### src/rtl/mips_pkg.sv
// mips_pkg: shared pipeline widths, NOP encoding and the fetch entry type
package mips_pkg;
   localparam int PC_W = 10;
   localparam int INSTR_W = 32;
   localparam logic [INSTR_W-1:0] NOP_INSTR = 32'h0;
   typedef struct packed {
      logic [INSTR_W-1:0] instr;
      logic [PC_W-1:0]    pc;
   } fetch_entry_t;
endpackage

### src/rtl/ifq_fifo.sv
// ifq_fifo: circular buffer of {instr, pc} entries with push, pop, flush and count
module ifq_fifo #(
   parameter int DEPTH = 4
) (
   input  logic                     clk,
   input  logic                     rst,
   input  logic                     push_i,
   input  logic                     pop_i,
   input  logic                     flush_i,
   input  mips_pkg::fetch_entry_t   wdata_i,
   output mips_pkg::fetch_entry_t   head_o,
   output logic [$clog2(DEPTH):0]   count_o
);
   import mips_pkg::*;
   localparam int AW = $clog2(DEPTH);
   localparam int CNT_W = AW + 1;
   fetch_entry_t     mem_q [DEPTH];
   logic [AW-1:0]    wr_q, wr_d, rd_q, rd_d;
   logic [CNT_W-1:0] count_q, count_d;
   // flush empties the buffer and overrides any same-cycle push or pop
   always_comb begin
      wr_d = flush_i ? '0 : push_i ? wr_q + 1'b1 : wr_q;
      rd_d = flush_i ? '0 : pop_i ? rd_q + 1'b1 : rd_q;
      count_d = flush_i ? '0 : count_q + CNT_W'(push_i) - CNT_W'(pop_i);
   end
   // pointer and count registers
   always_ff @(posedge clk) begin
      if (rst) begin
         wr_q <= '0;
         rd_q <= '0;
         count_q <= '0;
      end else begin
         wr_q <= wr_d;
         rd_q <= rd_d;
         count_q <= count_d;
      end
   end
   // entry storage; contents only matter once counted, so no reset
   always_ff @(posedge clk) begin
      if (push_i && !flush_i) mem_q[wr_q] <= wdata_i;
   end
   assign head_o = mem_q[rd_q];
   assign count_o = count_q;
endmodule

### src/rtl/inst_fetch_queue.sv
// inst_fetch_queue: fetch PC, in-flight ROM tracker and prefetch queue feeding decode
// Optional IFQ_BYPASS_EN: present returning ROM data straight to decode when the queue is empty.
module inst_fetch_queue #(
   parameter int PC_W  = 10,
   parameter int DEPTH = 4
) (
   input  logic                   clk,
   input  logic                   rst,
   output logic [PC_W-1:0]        imem_addr,
   input  logic [31:0]            imem_q,
   input  logic                   redirect_valid,
   input  logic [PC_W-1:0]        redirect_pc,
   output logic                   id_valid,
   input  logic                   id_ready,
   output logic [31:0]            id_instr,
   output logic [PC_W-1:0]        id_pc,
   output logic [$clog2(DEPTH):0] occupancy
);
   import mips_pkg::*;
   localparam int CNT_W = $clog2(DEPTH) + 1;
   logic [PC_W-1:0]  fetch_pc_q, fetch_pc_d, inflight_pc_q, inflight_pc_d;
   logic             inflight_v_q, inflight_v_d, issue, push, pop;
   logic [CNT_W-1:0] count;
   fetch_entry_t     head, ret;
   // a slot is reserved for every in-flight read, so issue never overfills the queue
   assign issue = (int'(count) + int'(inflight_v_q)) < DEPTH;
   assign ret = '{instr: imem_q, pc: inflight_pc_q};
   // redirect restarts fetch and drops the in-flight read; otherwise issue one word when room
   always_comb begin
      inflight_v_d = !redirect_valid && issue;
      inflight_pc_d = inflight_v_d ? fetch_pc_q : inflight_pc_q;
      fetch_pc_d = redirect_valid ? redirect_pc : issue ? fetch_pc_q + 1'b1 : fetch_pc_q;
   end
   // fetch PC and in-flight tracker registers
   always_ff @(posedge clk) begin
      if (rst) begin
         fetch_pc_q <= '0;
         inflight_pc_q <= '0;
         inflight_v_q <= 1'b0;
      end else begin
         fetch_pc_q <= fetch_pc_d;
         inflight_pc_q <= inflight_pc_d;
         inflight_v_q <= inflight_v_d;
      end
   end
`ifdef IFQ_BYPASS_EN
   logic byp;
   assign byp = inflight_v_q && count == '0;
   assign id_valid = count != '0 || inflight_v_q;
   assign id_instr = byp ? imem_q : count != '0 ? head.instr : NOP_INSTR;
   assign id_pc = byp ? inflight_pc_q : count != '0 ? head.pc : '0;
   assign pop = count != '0 && id_ready && !redirect_valid;
   assign push = inflight_v_q && !redirect_valid && !(byp && id_ready);
`else
   assign id_valid = count != '0;
   assign id_instr = id_valid ? head.instr : NOP_INSTR;
   assign id_pc = id_valid ? head.pc : '0;
   assign pop = id_valid && id_ready && !redirect_valid;
   assign push = inflight_v_q && !redirect_valid;
`endif
   ifq_fifo #(.DEPTH(DEPTH)) u_fifo (
      .clk     (clk),
      .rst     (rst),
      .push_i  (push),
      .pop_i   (pop),
      .flush_i (redirect_valid),
      .wdata_i (ret),
      .head_o  (head),
      .count_o (count)
   );
   assign imem_addr = fetch_pc_q;
   assign occupancy = count;
endmodule

### config.mk
export PLATFORM = sky130hd
export DESIGN_NAME = inst_fetch_queue
export DESIGN_NICKNAME = d
export VERILOG_FILES = /design/src/rtl/mips_pkg.sv /design/src/rtl/ifq_fifo.sv /design/src/rtl/inst_fetch_queue.sv
export SDC_FILE = /design/constraint.sdc
export NUM_CORES = 1
export LEC_CHECK = 0
export ABC_AREA = 1
export BUFFER_PORTS_ARGS = -buffer_cell sky130_fd_sc_hd__buf_4
export CAP_MARGIN = 20
export CORE_ASPECT_RATIO = 0.5
export CORE_MARGIN = 10
export CORE_UTILIZATION = 55
export DETAILED_ROUTE_END_ITERATION = 8
export GPL_ROUTABILITY_DRIVEN = 0
export HOLD_SLACK_MARGIN = 0.02
export PLACE_DENSITY = 0.79
export SYNTH_ARGS = -nofsm -noshare
export SYNTH_HDL_FRONTEND = slang
export SYNTH_SLANG_ARGS = --single-unit
### constraint.sdc
create_clock -name clk -period 5.65 [get_ports clk]
set_clock_uncertainty 0.2 [all_clocks]
set_input_delay 0.8475 -clock clk [delete_from_list [all_inputs] [get_ports clk]]
set_output_delay 0.8475 -clock clk [all_outputs]
set_load 0.02 [all_outputs]
---- Yosys cells after proc, flatten, opt, wreduce, memory -nomap -nowiden ----
Memory sizes are Yosys's and may differ from the RTL's. A register that Yosys moved wholly into a read port is not among the register bits.
Cells that the tools add are included.
operators by class
  add/sub/neg operators ................... 6
  $mul .................................... 0
  divide/modulo/power cells ............... 0
  magnitude comparators ................... 1
  eq/ne operators ......................... 0
  shifts and indexed selects .............. 0
  muxes and demuxes ....................... 8
  bitwise operators ....................... 0
  reduce and logical (&&, ||, !) cells .... 9
operator list
  cell                   number
  $mux 32                1
  $mux 10                3
  $add 10x1->10 const B  1
  $logic_and 1x1->1      5
  $add 2x1->2 const B    2
  $add 3x1->4            1
  $lt 4x3->1 const B     1
  $mux 2                 2
  $add 3x1->3            1
  $reduce_bool 3->1      1
  $sub 3x1->3            1
  $mux 1                 2
  $reduce_bool 2->1      1
  $reduce_or 2->1        1
  $logic_not 1->1        1
storage, ports and cells
  flip-flop bits (word level) ............. 28
  latch bits .............................. 0
  bits in writable memories ............... 168
  memory bits (read-only) ................. 0
  bits of input ports ..................... 46
  memories kept ........................... 1
memory list
  memory        depth  bits a word  rd ports  clocked after Yosys merged registers in  wr ports  RTL line        RTL
  u_fifo.mem_q  4      42           1         1                                        1         ifq_fifo.sv:17  fetch_entry_t mem_q [DEPTH];

---- Depth between registers and ports, before layout ----
Gate-level depths: netlist of the first run.
  word-level depth ........................ 5
  mapped depth ............................ 11
  depth with buffers taken out ............ 11

---- Modules after synthesis ----
A second synthesis of the first run with hierarchy kept.
second synthesis, totals
  cell total of the unflattened synthesis .. 743
  area, all modules ....................... 8194.1 µm²
by module, submodules not included
  module            times used  cells each  area each (µm²)
  ifq_fifo          1           509         6827.8
  inst_fetch_queue  1           234         1366.3

---- Worst setup path after synthesis of the first run ----
Ideal clock, no wire load.
  path type ............................... input-to-reg
  start point ............................. in redirect_valid
  end point ............................... mem u_fifo.mem_q[0][0] (netlist name) (enable)
  data arrival time ....................... 3017 ps
  data required time ...................... 5009 ps
  slack ................................... 1992 ps
  stages .................................. 4
  cell sequence ........................... buf_2 -> nor2_1 -> inv_1 -> nor2_1
between the ends
  cells in the longest elaborated chain, start to end .. 5
RTL lines
  item                          RTL line                RTL
  start, declared               inst_fetch_queue.sv:11  input logic redirect_valid,
  $logic_not 1->1               inst_fetch_queue.sv:59  assign push = inflight_v_q && !redirect_valid;
  $logic_and 1x1->1             inst_fetch_queue.sv:59
  via push                      inst_fetch_queue.sv:22  logic inflight_v_q, inflight_v_d, issue, push, pop;
  $logic_and 1x1->1             ifq_fifo.sv:40          if (push_i && !flush_i) mem_q[wr_q] <= wdata_i;
  $mux 1                        ifq_fifo.sv:40
  $mux 1 (implied by the code)  ifq_fifo.sv:40
  end, declared                 ifq_fifo.sv:17
The timed path passes the listed nets, and every way through them passes these cells.

==> out/results.md, run 1 <==
- register-to-register setup slack: 2940 ps
- leakage dissipation: 3.632 nW
- H-tree depth reported by CTS: 4
- number of buffers inserted for hold repair after clock tree synthesis: 0
- largest stage delay on the critical path: 470 ps
- switching pwr: 0.0006721 W
- setup slack at placement: 2296 ps
- switch share: 22.35%
- maximum fanout count along the critical path: 43
- category of the worst setup path launch point: flip-flop
- library cell occupying the most area in the post-synthesis netlist: edfxtp_1
- fraction of registers with async set or reset after synthesis: 0%
- CTS tree: built
- standard-cell rows: 31
- Sequential Power Share: 54.1%
- Max Buffers Root-to-Sink: 2
- number of hold-slack violations in the final timing report: 0
- starting utilization of the core area: 56.21%
- register clock-pin slew on the reported worst setup and hold paths: 70 ps
- Root Buffer Master: clkbuf_16
- number of synthesized register bits: 198
- sum of net half-perimeters after detailed placement: 10.20 mm
- total wire length after detailed routing: 17.40 mm
- Comb power frac: 5.3%
- source-to-sink clock delay at the later pin of the worst-skew pair: 430 ps
- number of antenna violations at the first check in global routing: 0
- total global routing overflow: 0
- part of the Yosys area used for sequential elements: 69.43%
- # IOs: 102
- top post-synthesis cells by count: 200 x nor2_1, 168 x edfxtp_1, 70 x o21ai_0
- cts repair resizes: 0
- distinct cell type count after synthesis: 28
- leading cell type by number of instances after synthesis: nor2_1
- nature of the critical path endpoint: primary output
- outcome: complete, no violations
- worst setup path category: reg -> out
- number of post-CTS setup repair buffers: 0
- MaxCap Viol Count: 0
- Die H: 106.0 µm
- die outline width: 192.0 µm
- fraction of power consumed by the clock network: 40.6%
- power consumption: 0.003008 W
- pin count of the biggest net entering global routing: 86
- die area: 20340 µm²
- antenna viol nets, final: 0
- vias in the first global route: 5387
- drt first pass iters: 5
- global-route wire length before repair: 27.71 mm
- kind of cell adding the most delay to the critical path: buffers and inverters
- CTS buffer count: 17
- actual slew at the worst max-slew pin: 922.5 ps
- core area: 14470 µm²
- DR WL/cell: 16.88 µm
- worst relative slew slack: 38.50%
- EDFF count, synth: 168
- port bufs: 101
- number of setup violations in the final report: 0
- minimum clock period: 3796 ps
- unrepaired setup endpoints after global routing: no
- Setup TNS Final: 0 ps
- Crit path required time: 4600 ps
- GRT Overall Usage: 17.04%
- crit-path cells: buf_4, clkinv_1, buf_4, nor2_1, o21ai_1, a21oi_1, buf_4
- number of standard cells after synthesis: 729
- # clock sinks: 198
- vias per cell: 5.316
- upper clock frequency limit: 263.4 MHz
- primary flip-flop cell chosen by synthesis mapping: edfxtp_1
- worst path arrival time: 2750 ps
- post-layout net count: 875
- cell types occupying the most area after synthesis: edfxtp_1 62%, nor2_1 9.2%, dfxtp_1 7.4%, o21ai_0 4.3%, nand2_1 3.1%
- slowest cell on the critical path: clkinv_1
- largest voltage drop on the vdd net: 0.2156 mV
- total DRC errors in the routed layout: 0
- fin crit share: 67.19%
- average footprint of a synthesized cell: 11.15 µm²
- Yosys top cell area share: 62.04%
- total internal power: 0.002336 W
- fill cell instance count of the final layout: 1090
- fraction of final layout cells with drive strength greater than 1: 19.21%
- post-route worst setup slack: 1854 ps
- Final Max Slew Viols: 0
- synthesis-to-finish area growth: 18.14%
- Sequential cell area: 5648 µm²
- combined area of the multi-input logic cells: 2176 µm²
- count of routing violations after the opening detailed-route iteration: 448
- library cell appearing most often on the critical path: buf_4
- number of buffer and inverter instances along the worst setup path: 4
- net count after synthesis: 784
- Min-Delay Path Class: reg -> reg
- power density cells: 313.1 nW/µm²
- warnings from Yosys: 0
- count of inserted antenna diode cells: 0
- area of the mapped netlist: 8132 µm²
- total number of vias: 5481
- post-route worst hold slack: 283.7 ps
==> path summary, 6_finish.rpt <==
path / startpoint / to / depth (start not counted)
max reg2reg: u_fifo.count_o[2] / u_fifo.count_o[2] / 12
max: flip-flop / id_pc[2] / 7
min reg2reg: u_fifo.rd_q[1] / flip-flop / 2
min: u_fifo.rd_q[1] / flip-flop / 2
==> through the flow <==
step | utilization (%) | instance area [µm²] | std cells
2_1_floorplan | - | 8132 | 729
3_3_place_gp | 62.30 | 9014 | 999
3_5_place_dp | 62.30 | 9014 | 999
4_1_cts | 66.40 | 9607 | 1031
5_1_grt | 66.40 | 9607 | 1031
6_report | 66.40 | 9607 | 1031
==> layout make-up <==
| class | count | area share [%] |
|---|---|---|
| flip-flops and latches | 198 | 58.79 |
| inverters | 31 | 1.211 |
| clock buffers | 17 | 4.428 |
| multi-input cells | 462 | 22.65 |
| well taps | 198 | 2.579 |
| repair buffers | 110 | 8.596 |
| clock inverters | 15 | 1.745 |
==> flip-flops by register name (all words and copies together), names as in the netlist, named ones only <==
name,cells
inflight_pc_q,10
u_fifo.count_o,3
u_fifo.wr_q,2
u_fifo.rd_q,2
u_fifo.mem_q,168
imem_addr,10
inflight_v_q,1
==> power groups by stage <==
stage          combinational, W  clock, W  sequential, W
2_1_floorplan         0.0000794         0        0.00166
3_3_place_gp           0.000156         0        0.00166
3_5_place_dp           0.000160         0        0.00166
4_1_cts                0.000161   0.00124        0.00163
5_1_grt                0.000178   0.00130        0.00163
6_report               0.000159   0.00122        0.00163
==> layout by cell type, fill, tap and decap left out, types with 17 or more instances in the layout <==
cell type and instances:
nand2_1 67, inv_1 27, edfxtp_1 168, a21oi_1 50, dfxtp_1 28, buf_4 110
nor2_1 196, o21ai_0 70, clkbuf_16 17, o21ai_1 23
==> cells by family (layout without fill, tap and decap cells) <==
family / after synthesis / in the layout / share of synthesized area (%)
and+or+nand+nor: 305 / 305 / 15.33
DFF: 198 / 198 / 69.43
AOI/OAI and AO/OA: 145 / 145 / 9.201
buffers and inverters: 69 / 173 / 4.247
adders and majority gates: 9 / 9 / 1.477
xor gates and xnor gates: 3 / 3 / 0.3232
==> per-layer routing <==
layer / global-route usage (%) / vias up / share of wire, %
li1: - / 2691 / -
met1: 21.82 / 2630 / 44
met2: 27.95 / 152 / 50
met3: 4.371 / 8 / 5.5
met4: 5.488 / 0 / 0.74
met5: 0 / - / 0
==> worst min-delay path, cell delays in order (launching register included) <==
cell and delay [ps]:
dfxtp_1 320, inv_1 50, a21oi_1 80
Power figures use the tool's default switching activity.
==> inputs of run 2 (changes only) <==
--- a/config.mk
+++ b/config.mk
@@ -5,7 +5,7 @@
 export SDC_FILE = /design/constraint.sdc
 export NUM_CORES = 1
 export LEC_CHECK = 0
-export ABC_AREA = 1
+export ABC_AREA = 0
 export BUFFER_PORTS_ARGS = -buffer_cell sky130_fd_sc_hd__buf_4
 export CAP_MARGIN = 20
 export CORE_ASPECT_RATIO = 0.5
@@ -14,7 +14,7 @@
 export DETAILED_ROUTE_END_ITERATION = 8
 export GPL_ROUTABILITY_DRIVEN = 0
 export HOLD_SLACK_MARGIN = 0.02
-export PLACE_DENSITY = 0.79
+export PLACE_DENSITY = 0.8
 export SYNTH_ARGS = -nofsm -noshare
 export SYNTH_HDL_FRONTEND = slang
 export SYNTH_SLANG_ARGS = --single-unit
==> constraint.sdc (replaced) <==
create_clock -name clk -period 3.7 [get_ports clk]
set_clock_uncertainty 0.2 [all_clocks]
set_input_delay 0.555 -clock clk [delete_from_list [all_inputs] [get_ports clk]]
set_output_delay 0.555 -clock clk [all_outputs]
set_load 0.02 [all_outputs]
==> run 2 against run 1 <==
Sequential share of layout area rose by 1.7 points; critical path depth is 3 lower; final cell count fell by 28%; first-iteration DRC count is 38% lower; clock power is 52% higher; critical path type unchanged; global-route usage down 1.4 points; routed wire length is 13% lower; synthesized cell count down 41%; sequential cell count unchanged; count of clock-buffer cells in the layout stayed put; largest cell class unchanged; via count fell by 25%.
==> out/results.md, run 2 <==
- power density cells: 486.5 nW/µm²
- part of the Yosys area used for sequential elements: 72.61%
- synthesis-to-finish area growth: 20.13%
- post-layout net count: 591
- slowest cell on the critical path: dfxtp_4
- average footprint of a synthesized cell: 18.00 µm²
- starting utilization of the core area: 56.75%
- library cell occupying the most area in the post-synthesis netlist: edfxtp_1
- Final Max Slew Viols: 0
- core area: 13700 µm²
- Sequential cell area: 5650 µm²
- category of the worst setup path launch point: flip-flop
- area of the mapped netlist: 7775 µm²
- logic depth of the worst register-to-register path: 9
- number of buffer and inverter instances along the worst setup path: 2
- worst setup path category: reg -> out
- library cell appearing most often on the critical path: buf_4
- most used cells in the layout excluding fill and tap cells: 168 x edfxtp_1, 110 x buf_4, 43 x nor2b_1, 42 x mux4_2, 28 x dfxtp_1
- power consumption: 0.004544 W
- maximum fanout count along the critical path: 19
- number of buffers inserted for hold repair after clock tree synthesis: 0
- Setup TNS Final: 0 ps
- Die H: 104.1 µm
- start point of the worst hold path: imem_q[0]
- most frequent standard cell in the layout excluding fill and tap cells: edfxtp_1
- distinct cell type count after synthesis: 36
- leakage dissipation: 3.190 nW
- primary flip-flop cell chosen by synthesis mapping: edfxtp_1
- Cell Area, Placed: 8742 µm²
- standard-cell rows: 30
- fraction of registers with async set or reset after synthesis: 0%
- # IOs: 102
- total DRC errors in the routed layout: 0
- MaxCap Viol Count: 0
- actual slew at the worst max-slew pin: 873.2 ps
- minimum clock period: 2977 ps
- cell types occupying the most area after synthesis: edfxtp_1 65%, mux4_2 12%, dfxtp_1 7.7%, nor2b_1 3.5%, ha_1 1.3%
- number of hold-slack violations in the final timing report: 0
- die outline width: 188.1 µm
- total global routing overflow: 0
- top register by number of flip-flops: u_fifo.mem_q
- vias in the first global route: 4426
- flip-flop count of the largest register, all copies and words added: 168
- end point of the worst hold path: u_fifo.mem_q[1][10]
- total number of vias: 4109
- Root Buffer Master: clkbuf_16
- # clock sinks: 198
- largest voltage drop on the vdd net: 0.3392 mV
- combined area of the multi-input logic cells: 1992 µm²
- largest stage delay on the critical path: 580 ps
- fraction of final layout cells with drive strength greater than 1: 35.34%
- cts repair resizes: 0
- source-to-sink clock delay at the later pin of the worst-skew pair: 430 ps
- number of synthesized register bits: 198
- sum of net half-perimeters after detailed placement: 9.370 mm
- leading cell type by number of instances after synthesis: edfxtp_1
- number of standard cells after synthesis: 432
- fill cell instance count of the final layout: 904
- warnings from Yosys: 0
- DR WL/cell: 20.51 µm
- count of inserted antenna diode cells: 0
- top post-synthesis cells by count: 168 x edfxtp_1, 43 x nor2b_1, 42 x mux4_2
- antenna viol nets, final: 0
- register clock-pin slew on the reported worst setup and hold paths: 70 ps
- net count after synthesis: 487
- fin crit share: 80.47%
- H-tree depth reported by CTS: 4
- pin count of the biggest net entering global routing: 45
- Yosys top cell area share: 64.89%
- GRT Overall Usage: 15.61%
- Min-Delay Path Class: in -> reg
- final non-filler cell area: 9340 µm²
- crit-path cells: buf_4, mux4_2, nor2b_1, buf_4
- EDFF count, synth: 168
- die area: 19580 µm²
- worst path arrival time: 2220 ps
- register-to-register setup slack: 1360 ps
- CTS tree: built
- hold path depth: 1
- global-route wire length before repair: 24.01 mm
- number of setup violations in the final report: 0
- Crit path required time: 2940 ps
- kind of cell adding the most delay to the critical path: flip-flops
- unrepaired setup endpoints after global routing: no
- endpoint of the worst-slack reg-to-reg timing path: u_fifo.count_o[2]
- vias per cell: 5.545
- total wire length after detailed routing: 15.20 mm
- port bufs: 101
- drt first pass iters: 5
- number of antenna violations at the first check in global routing: 0
- count of routing violations after the opening detailed-route iteration: 277
- outcome: complete, no violations
- upper clock frequency limit: 335.9 MHz
- start of the worst register-to-register path: u_fifo.count_o[2]
- Max Buffers Root-to-Sink: 2
- CTS buffer count: 17
- worst relative slew slack: 41.79%
- number of post-CTS setup repair buffers: 0
- nature of the critical path endpoint: primary output
-- run 2: changes by cell type after synthesis, sizes merged, moves of 42 or more --
cell   before  now
nor2      204   18
mux4        0   42
nor2b       0   43
a21oi      52   10
nand2      70    4
o21ai      93   14
-- run 2: layout make-up --
cell class | instances | share of cell area (%)
Timing Repair Buffer | 110 | 8.841
Tap cell | 192 | 2.572
Inverter | 9 | 0.3617
Clock buffer | 17 | 4.555
Multi-Input combinational cell | 200 | 21.33
Sequential cell | 198 | 60.50
Clock inverter | 15 | 1.849
-- run 2: where the power goes --
part	internal (W)	switching, W	total [W]
sequential	0.00245	0.0000302	0.00248
clock	0.000973	0.000873	0.00185
combinational	0.000102	0.000117	0.000219
total	0.00352	0.00102	0.00454
-- run 2: worst max-delay path by stage --
stage                 startpoint                end  depth (start not counted)
2_1_floorplan  u_fifo.count_o[2]  u_fifo.count_o[2]                          9
3_3_place_gp           flip-flop           id_pc[4]                          4
3_5_place_dp           flip-flop           id_pc[0]                          4
4_1_cts                flip-flop           id_pc[4]                          4
5_1_grt                flip-flop           id_pc[3]                          4
6_report               flip-flop           id_pc[4]                          4
-- run 2: layer usage --
layer | track usage, % | wire length [µm] | vias to the layer above
met4 | 7.037 | 229 | 0
met3 | 4.451 | 979 | 17
met2 | 24.79 | 7555 | 121
met1 | 19.54 | 6431 | 2066
met5 | 0 | 0 | -
li1 | - | - | 1905
-- run 2: logic make-up after synthesis --
logic type      Yosys count  share of synthesized area, %
buf+inv                  34                         1.899
compound gates           41                         3.573
flops                   198                         72.61
simple gates            101                         7.387
fa+ha+maj                 9                         1.545
mux                      44                         12.42
xor+xnor                  5                        0.5632
-- run 2: worst reg2reg max path, cell delays in order, from the launching register on --
cell and delay (ps):
dfxtp_1 490, nor3_2 100, nor3b_1 320, ha_1 300, inv_1 60, ha_1 130
inv_1 50, fa_1 370, xnor2_1 160, nor2_1 50
-- run 2: through the flow --
| stage | instances | utilization (%) | hold WS, ps | worst slack (ps) |
|---|---|---|---|---|
| global placement | 709 | 63.81 | 273.1 | 1088 |
| floorplan | 432 | - | 253.8 | 1180 |
| CTS | 741 | 68.17 | 107.0 | 653.7 |
| finish | 741 | 68.17 | 126.5 | 722.7 |
| detailed placement | 709 | 63.81 | 296.8 | 1109 |
| global route | 741 | 68.17 | 111.4 | 565.9 |
